==> src/rtl/morph_seq_ctrl_pkg.sv <==
// Shared constants, state encoding and the op -> engine pass plan for the
// morphology/histogram sequencer.
package morph_seq_ctrl_pkg;

    localparam int WORDS    = 256;
    localparam int ADDR_W   = 8;
    localparam int SE_WORDS = 16;

    localparam logic [2:0] OP_HIST   = 3'b000;
    localparam logic [2:0] OP_ERODE  = 3'b010;
    localparam logic [2:0] OP_DILATE = 3'b011;
    localparam logic [2:0] OP_OPEN   = 3'b110;
    localparam logic [2:0] OP_CLOSE  = 3'b111;

    localparam logic [1:0] MODE_ERODE    = 2'd0;
    localparam logic [1:0] MODE_DILATE   = 2'd1;
    localparam logic [1:0] MODE_HIST_ACC = 2'd2;
    localparam logic [1:0] MODE_HIST_MAP = 2'd3;

    typedef enum logic [2:0] {
        ST_IDLE,
        ST_LOAD,
        ST_PASS,
        ST_WAIT,
        ST_RD
    } state_t;

    // Returns {n_pass, mode0, mode1}; unlisted ops run no passes and echo the input.
    function automatic logic [5:0] pass_plan(input logic [2:0] op);
        case (op)
            OP_HIST:   pass_plan = {2'd2, MODE_HIST_ACC, MODE_HIST_MAP};
            OP_ERODE:  pass_plan = {2'd1, MODE_ERODE,    MODE_ERODE};
            OP_DILATE: pass_plan = {2'd1, MODE_DILATE,   MODE_DILATE};
            OP_OPEN:   pass_plan = {2'd2, MODE_ERODE,    MODE_DILATE};
            OP_CLOSE:  pass_plan = {2'd2, MODE_DILATE,   MODE_ERODE};
            default:   pass_plan = 6'd0;
        endcase
    endfunction

endpackage

==> src/rtl/morph_seq_ctrl_beat_cnt.sv <==
// Beat/address counter shared by the image load and the result readout.
// Wraps to 0 after the terminal beat; clr forces it back to 0.
module morph_beat_cnt
    import morph_seq_ctrl_pkg::*;
(
    input  logic              clk,
    input  logic              rst,
    input  logic              en_i,
    input  logic              clr_i,
    output logic [ADDR_W-1:0] cnt_o,
    output logic              term_o
);

    logic [ADDR_W-1:0] cnt_q, cnt_d;

    assign term_o = (cnt_q == ADDR_W'(WORDS - 1));
    assign cnt_o  = cnt_q;

    always_comb begin
        cnt_d = cnt_q;
        if (clr_i) begin
            cnt_d = '0;
        end else if (en_i) begin
            cnt_d = term_o ? '0 : cnt_q + 1'b1;
        end
    end

    always_ff @(posedge clk) begin
        if (rst) begin
            cnt_q <= '0;
        end else begin
            cnt_q <= cnt_d;
        end
    end

endmodule

==> src/rtl/morph_seq_ctrl.sv <==
// Frame sequencer: image/SE load, 0-2 engine passes over ping-pong banks,
// then the 256-beat readout with out_valid aligned to SRAM read data.
module morph_seq_ctrl
    import morph_seq_ctrl_pkg::*;
(
    input  logic              clk,
    input  logic              rst,
    input  logic              in_valid,
    input  logic              op_valid,
    input  logic [2:0]        op,
    output logic              mem_we,
    output logic              mem_re,
    output logic [ADDR_W-1:0] mem_addr,
    output logic              mem_bank,
    output logic              se_we,
    output logic [3:0]        se_idx,
    output logic              eng_start,
    output logic [1:0]        eng_mode,
    output logic              eng_src_bank,
    input  logic              eng_done,
    output logic              out_valid,
    output logic              busy
);

    state_t            state_q, state_d;
    logic [2:0]        op_q, op_d;
    logic [1:0]        pass_q, pass_d;
    logic              src_q, src_d;
    logic              ovld_q;

    logic              accept;
    logic              cnt_en, cnt_clr, cnt_term;
    logic [ADDR_W-1:0] cnt;
    logic [5:0]        plan_cur, plan_nxt;
    logic [1:0]        mode_cur;

    // A new frame is refused while the last readout beat is still in flight.
    assign accept   = in_valid && ((state_q == ST_IDLE && !ovld_q) || state_q == ST_LOAD);
    assign op_d     = (op_valid && (accept || state_q == ST_LOAD)) ? op : op_q;
    assign plan_cur = pass_plan(op_q);
    assign plan_nxt = pass_plan(op_d);
    assign mode_cur = (pass_q == 2'd0) ? plan_cur[3:2] : plan_cur[1:0];

    morph_beat_cnt u_beat_cnt (
        .clk    (clk),
        .rst    (rst),
        .en_i   (cnt_en),
        .clr_i  (cnt_clr),
        .cnt_o  (cnt),
        .term_o (cnt_term)
    );

    always_ff @(posedge clk) begin
        if (rst) begin
            state_q <= ST_IDLE;
            op_q    <= OP_HIST;
            pass_q  <= 2'd0;
            src_q   <= 1'b0;
            ovld_q  <= 1'b0;
        end else begin
            state_q <= state_d;
            op_q    <= op_d;
            pass_q  <= pass_d;
            src_q   <= src_d;
            ovld_q  <= mem_re;
        end
    end

    always_comb begin
        state_d = state_q;
        pass_d  = pass_q;
        src_d   = src_q;
        case (state_q)
            ST_IDLE: begin
                if (accept) state_d = ST_LOAD;
            end
            ST_LOAD: begin
                // The op strobed on the final beat already decides the plan.
                if (accept && cnt_term) begin
                    pass_d  = 2'd0;
                    src_d   = 1'b0;
                    state_d = (plan_nxt[5:4] == 2'd0) ? ST_RD : ST_PASS;
                end
            end
            ST_PASS: state_d = ST_WAIT;
            ST_WAIT: begin
                if (eng_done) begin
                    src_d   = ~src_q;
                    pass_d  = pass_q + 2'd1;
                    state_d = (pass_q + 2'd1 < plan_cur[5:4]) ? ST_PASS : ST_RD;
                end
            end
            ST_RD: begin
                if (cnt_term) state_d = ST_IDLE;
            end
            default: state_d = ST_IDLE;
        endcase
    end

    always_comb begin
        mem_we       = accept;
        mem_re       = (state_q == ST_RD);
        mem_addr     = '0;
        mem_bank     = 1'b0;
        se_we        = 1'b0;
        se_idx       = 4'd0;
        eng_start    = 1'b0;
        eng_mode     = 2'd0;
        eng_src_bank = 1'b0;
        if (mem_we || mem_re) mem_addr = cnt;
        if (mem_re) mem_bank = src_q;
        if (accept && cnt < ADDR_W'(SE_WORDS)) begin
            se_we  = 1'b1;
            se_idx = cnt[3:0];
        end
        if (state_q == ST_PASS || state_q == ST_WAIT) begin
            eng_start    = (state_q == ST_PASS);
            eng_mode     = mode_cur;
            eng_src_bank = src_q;
        end
        cnt_en    = accept || mem_re;
        cnt_clr   = (state_q == ST_IDLE) && !accept;
        busy      = (state_q != ST_IDLE);
        out_valid = ovld_q;
    end

endmodule
==> config.mk <==
export PLATFORM = sky130hd
export DESIGN_NAME = morph_seq_ctrl
export DESIGN_NICKNAME = d
export VERILOG_FILES = /design/src/rtl/morph_seq_ctrl_pkg.sv /design/src/rtl/morph_seq_ctrl_beat_cnt.sv /design/src/rtl/morph_seq_ctrl.sv
export SDC_FILE = /design/constraint.sdc
export NUM_CORES = 1
export LEC_CHECK = 0
export CORE_MARGIN = 2
export CORE_UTILIZATION = 50
export DETAILED_ROUTE_END_ITERATION = 10
export DONT_BUFFER_PORTS = 1
export MAX_ROUTING_LAYER = met4
export PLACE_DENSITY_LB_ADDON = 0.15
export SYNTH_ARGS = -nofsm -noshare
export SYNTH_HDL_FRONTEND = slang
export SYNTH_HIERARCHICAL = 1
export SYNTH_SLANG_ARGS = --single-unit
==> constraint.sdc <==
create_clock -name clk -period 1.8 [get_ports clk]
set_input_delay 0.27 -clock clk [delete_from_list [all_inputs] [get_ports clk]]
set_output_delay 0.27 -clock clk [all_outputs]
set_load 0.005 [all_outputs]
==> results of run 1 <==
## registers in the layout, indices dropped and copies added, names as in the netlist
| name | cells |
|---|---|
| u_beat_cnt/cnt_o | 8 |
| op_q | 3 |
| state_q | 3 |
| pass_q | 2 |
| out_valid | 1 |
| src_q | 1 |
## worst max-delay path by stage
stage / startpoint / endpoint / cells after the start
floorplan: state_q[0] / u_beat_cnt/cnt_o[7] / 9
detailed placement: u_beat_cnt/cnt_o[6] / src_q / 6
global route: u_beat_cnt/cnt_o[1] / pass_q[1] / 7
CTS: state_q[0] / se_idx[0] / 4
global placement: u_beat_cnt/cnt_o[0] / src_q / 7
finish: out_valid / se_idx[0] / 3
## critical path: stages (launching register included)
cell       delay, ns
dfxtp_2         0.37
a2111oi_4       0.43
buf_4           0.21
and3_4          0.18
## layer usage
| metal | global-route usage (%) | routed length (um) | vias up |
|---|---|---|---|
| li1 | - | - | 528 |
| met1 | 22.2 | 1090 | 508 |
| met2 | 42.5 | 1420 | 30 |
| met3 | 4.60 | 138 | 4 |
| met4 | 9.21 | 28 | 0 |
| met5 | - | 0 | - |
## cell type report
type | instances | area, um^2 | area share [%]
repair buffers | 15 | 116 | 8.33
multi-input cells | 111 | 811 | 58.0
flip-flops and latches | 18 | 368 | 26.3
clock buffers | 4 | 36.3 | 2.60
well taps | 28 | 35.0 | 2.51
inverters | 7 | 31.3 | 2.24
## metrics by stage
stage               hold WS (ns)  setup TNS (ns)  total power, mW
global placement           0.341               0            0.538
floorplan                  0.414        -0.00569            0.518
CTS                      0.00616         -0.0181            0.806
detailed placement         0.344               0            0.541
global route            0.000886          -0.144            0.834
finish                    0.0140               0            0.806
## what timing repair did
action / CTS / global route
setup endpoints to repair: 12 / 21
buffers inserted: 1 / 1
resized for setup: 14 / 8
pin swaps: 2 / 6
## cells by family (layout without fill, tap and decap cells)
logic type | count (synthesis) | count (layout) | synth area share (%)
compound gates | 26 | 26 | 17.2
xor+xnor | 4 | 4 | 3.10
fa+ha+maj | 3 | 3 | 3.32
buf+inv | 10 | 26 | 3.54
flops | 18 | 18 | 31.9
mux | 5 | 5 | 4.54
simple gates | 73 | 73 | 36.4
## synthesized netlist by cell type, types with 2 or more instances
cell / instances
a21oi_1: 9
and2_1: 3
and3_1: 6
buf_2: 2
dfxtp_1: 18
ha_1: 3
inv_1: 4
inv_2: 3
mux2i_1: 4
nand2_1: 6
nand2b_1: 5
nand3_1: 3
nand3b_1: 3
nand4_1: 3
nor2_1: 17
nor2_2: 2
nor2b_1: 10
nor3_1: 3
nor4_1: 2
o21ai_0: 5
o31ai_1: 2
or3_1: 3
xor2_1: 3
## power by group
group,total [mW],switching (mW),internal [mW],leakage (nW)
combinational,0.124,0.0679,0.0562,0.357
clock,0.260,0.136,0.123,0.0210
sequential,0.422,0.0132,0.409,0.149
total,0.806,0.218,0.588,0.527
## cell usage in the layout (no fill, tap or decap), drive strengths merged, types with 2 or more instances in the layout
master,netlist,routed
o31ai,2,2
mux2i,4,4
nor4,2,2
and2,3,3
nand2,6,6
nand4,4,4
ha,3,3
o21ai,5,5
clkbuf,1,4
inv,7,7
nand2b,5,5
nand3,3,3
xor2,3,3
dfxtp,18,18
nor2,19,19
buf,2,15
and3,6,6
nor2b,10,10
nor3,3,3
a21oi,9,9
nand3b,3,3
or3,3,3
==> flow_metrics.tcl, run 1 <==
set metrics [dict create \
    dpl.cell_count 177 \
    wire_per_inst_um 14.6 \
    irDropWorstVdd_uv 502 \
    die_h_um 51.5 \
    final_cell_area_um2 1400 \
    synth-main-ff-cell "dfxtp_1" \
    numPortBuffers 0 \
    rows 17 \
    whs_endpoint "pass_q[1]" \
    dr_total_vias 1070 \
    r2r-start "state_q[2]" \
    cts_sinks 18 \
    pin_count 30 \
    postRouteAntennaNets 0 \
    grt-ovfl-total 0 \
    synthToLayoutAreaGrowth_pct 23.7 \
    final_cells 183 \
    antenna_found_initial 0 \
    powerDensity_nw_per_um2 577 \
    fmax_mhz 570 \
    critPathKind "register to output port" \
    ys_types 43 \
    max-cap-violations 0 \
    fin_util_pct 64.4 \
    drt_iter0_drc 10 \
    via_per_inst 5.85 \
    min_period_ns 1.75 \
    hold_depth 1 \
    diodes 0 \
    wl_um 2680 \
    syn_inst 139 \
    drcViolationCount 0 \
    htree_num_levels 1 \
    syn_area_um2 1130 \
    synth.avg_cell_area_um2 8.13 \
    synth_nets 150 \
    core_um2 2170 \
    ys_seq_area_share_pct 31.9 \
    fin_ws_ns 0.0460 \
    holdBufCountCts 0 \
    cp.arrival_ns 1.48 \
    synth_warnings 6 \
    placed_cell_area_um2 1270 \
    synth_top_area_share_pct 31.9 \
    die_x_um 51.5 \
    first_pass_iters 4 \
    leakage_nw 0.527 \
    track_usage_pct 22.5 \
    cts.clk_slew.worst_paths_ns 0.11 \
    finalSetupViolCount 0 \
    cp-start-kind "register" \
    drive_above_1_share_pct 32.9 \
    reg2reg_slack_ns 0.08 \
    place.gp.congestion 0.882 \
    fillers 202 \
    finalCritPeriodShare_pct 97.4 \
    grt_max_degree 15 \
    report.final.slew_viol_count 0 \
    worst_pin_slew_ns 0.365 \
    cts_tree "yes" \
    numCtsBuffers 3 \
    die_area_um2 2660 \
    end_kind "output port" \
    clkLatencyLatePin_ns 0.30 \
    outcome "complete, no violations" \
    dp_slack_ns 0.0378 \
    crit_path_max_fanout 6 \
    ys_async_sr_fraction_pct 0 \
    cp.required_ns 1.53 \
    cts_max_path_buffers 2 \
    yosys-top-cells-area "dfxtp_1 32%, nor2_1 5.6%, nor2b_1 5.5%" \
    hold_viol_final 0 \
    fin_skew_ns 0.00869 \
    grt_pass1_vias 1022 \
    synth-edff-count 0 \
    synth_top_area_cell "dfxtp_1" \
    ys_ff_latch 18 \
    start_util_pct 52.1 \
    min_from "rst" \
    r2r_end "u_beat_cnt/cnt_o[7]" \
    min_path_type "input pin to register" \
    relSlewSlack_pct 75.4 \
    rsz0062_at_grt "yes" \
    grt_pass1_wl_um 4350 \
    worstRegToRegCells 7 \
    cts_root_buf "clkbuf_4" \
    post-dp-hpwl_um 2030 \
    final_nets 167 \
]
Note: power is estimated with default switching activity, not from simulation.
==> inputs of run 2 (changes only) <==
--- a/config.mk
+++ b/config.mk
@@ -5,10 +5,10 @@
 export SDC_FILE = /design/constraint.sdc
 export NUM_CORES = 1
 export LEC_CHECK = 0
+export CAP_MARGIN = 20
 export CORE_MARGIN = 2
-export CORE_UTILIZATION = 50
+export CORE_UTILIZATION = 43
 export DETAILED_ROUTE_END_ITERATION = 10
-export DONT_BUFFER_PORTS = 1
 export MAX_ROUTING_LAYER = met4
 export PLACE_DENSITY_LB_ADDON = 0.15
 export SYNTH_ARGS = -nofsm -noshare
==> run 2 against run 1 <==
Against the previous run:
- the flow now finishes with violations (setup timing)
- register-to-register slack got worse by 0.17 ns
- maximum frequency down 7.7%
- critical path type unchanged
- via count grew 19%
- combinational power up 51%
- utilization grew 10 points
- non-clock buffer count increased by 47
- routed wire length increased by 30%
- design area grew 33%
- clock power about the same
- cell count rose by 27%
- sequential share of layout area fell by 6.1 points
==> flow_metrics.tcl, run 2 (synthesis results as in run 1) <==
set metrics [dict create \
    outcome "finished with violations" \
    violations "setup timing" \
    grt_max_degree 11 \
    final_cells 233 \
    dpl.cell_count 217 \
    cp.required_ns 1.53 \
    die_area_um2 3050 \
    place.gp.congestion 0.852 \
    leakage_nw 0.828 \
    wire_per_inst_um 14.9 \
    crit_path_max_fanout 4 \
    critPathKind "register to output port" \
    grt-ovfl-total 0 \
    synthToLayoutAreaGrowth_pct 64.0 \
    antenna_found_initial 0 \
    track_usage_pct 21.6 \
    cp.arrival_ns 1.63 \
    fmax_mhz 526 \
    report.final.slew_viol_count 0 \
    cts.clk_slew.worst_paths_ns 0.11 \
    clkLatencyLatePin_ns 0.30 \
    via_per_inst 5.48 \
    final_cell_mix "26 x buf_4, 16 x nor2_1, 12 x buf_2, 10 x nor2b_1, 9 x dfxtp_2" \
    tns_ns -1.26 \
    dp_slack_ns -0.514 \
    max-cap-violations 0 \
    cts_root_buf "clkbuf_4" \
    fin_ws_ns -0.0999 \
    cp-start-kind "register" \
    cts_tree "yes" \
    finalSetupViolCount 22 \
    numPortBuffers 29 \
    postRouteAntennaNets 0 \
    fin_skew_ns 0.00113 \
    cts_sinks 18 \
    dr_total_vias 1277 \
    min_path_type "register to register" \
    irDropWorstVdd_uv 494 \
    largest_reg_flops 8 \
    rows 18 \
    hold_viol_final 0 \
    cts_max_path_buffers 2 \
    end_kind "output port" \
    die_h_um 55.3 \
    core_um2 2480 \
    relSlewSlack_pct 78.0 \
    post-dp-hpwl_um 2290 \
    total_power_uw 869 \
    wl_um 3480 \
    drt_iter0_drc 28 \
    powerDensity_nw_per_um2 469 \
    rsz0062_at_grt "yes" \
    die_x_um 55.3 \
    first_pass_iters 4 \
    drcViolationCount 0 \
    diodes 0 \
    holdBufCountCts 0 \
    htree_num_levels 1 \
    grt_pass1_wl_um 5290 \
    drive_above_1_share_pct 46.3 \
    worst_pin_slew_ns 0.329 \
    grt_pass1_vias 1185 \
    numCtsBuffers 3 \
    final_nets 215 \
    pin_count 30 \
    min_period_ns 1.90 \
    finalCritPeriodShare_pct 106 \
    final_common_cell "buf_4" \
    start_util_pct 45.6 \
]
==> run 2: changes by cell type in the layout (fill, tap and decap cells not counted), sizes merged <==
cell	delta
buf	+32
clkbuf	+1
nor2	+1
clkdlybuf4s50	+8
dlygate4sd2	+6
==> run 2: worst paths after layout <==
check,startpoint,endpoint,slack [ns],cells past startpoint
worst max-delay path,state_q[0],mem_addr[1],-0.1,7
worst min-delay path,pass_q[1],pass_q[1],0.49,2
worst max register to register,state_q[0],u_beat_cnt/cnt_o[7],-0.09,9
worst min register to register,pass_q[1],pass_q[1],0.49,2
==> run 2: cell type report <==
type | count | area (um^2)
Fill cell | 186 | 624
Sequential cell | 18 | 375
Inverter | 7 | 28.8
Tap cell | 30 | 37.5
Multi-Input combinational cell | 112 | 872
Clock buffer | 4 | 36.3
Timing Repair Buffer | 62 | 503
==> run 2: metrics by stage <==
stage | hold WS [ns] | utilization, % | cell area, um^2
finish | 0.491 | 74.8 | 1850
global route | 0.518 | 74.8 | 1850
CTS | 0.486 | 69.1 | 1710
detailed placement | 0.468 | 66.5 | 1650
global placement | 0.457 | 66.5 | 1650
floorplan | 0.414 | - | 1170
==> run 2: worst max-delay path: stages (launching register included) <==
cell and delay [ns]:
dfxtp_2 0.38, inv_2 0.06, a2111oi_4 0.28, buf_4 0.19, buf_6 0.12, nor2_2 0.07
nor2b_1 0.11, buf_2 0.12
==> run 2: timing repair <==
| item | CTS | global route |
|---|---|---|
| setup buffers | 6 | 5 |
| pin swaps | 4 | 11 |
| setup endpoints to repair | 27 | 25 |
| cloned | 0 | 1 |
| gates resized for setup | 78 | 30 |
==> run 2: per-layer routing <==
| layer | global-route usage [%] | vias to the layer above | wire length (um) | part of all wire [%] |
|---|---|---|---|---|
| li1 | - | 625 | - | - |
| met1 | 27.8 | 617 | 1650 | 47 |
| met2 | 35.2 | 31 | 1660 | 48 |
| met3 | 4.68 | 4 | 143 | 4.1 |
| met4 | 3.83 | 0 | 31 | 0.89 |
| met5 | - | - | 0 | 0 |
==> run 2: report_power, final <==
group          total [mW]  internal (mW)  switching [mW]
logic               0.187         0.0960          0.0909
clock network       0.261          0.123           0.137
registers           0.421          0.408          0.0133
total               0.869          0.627           0.241
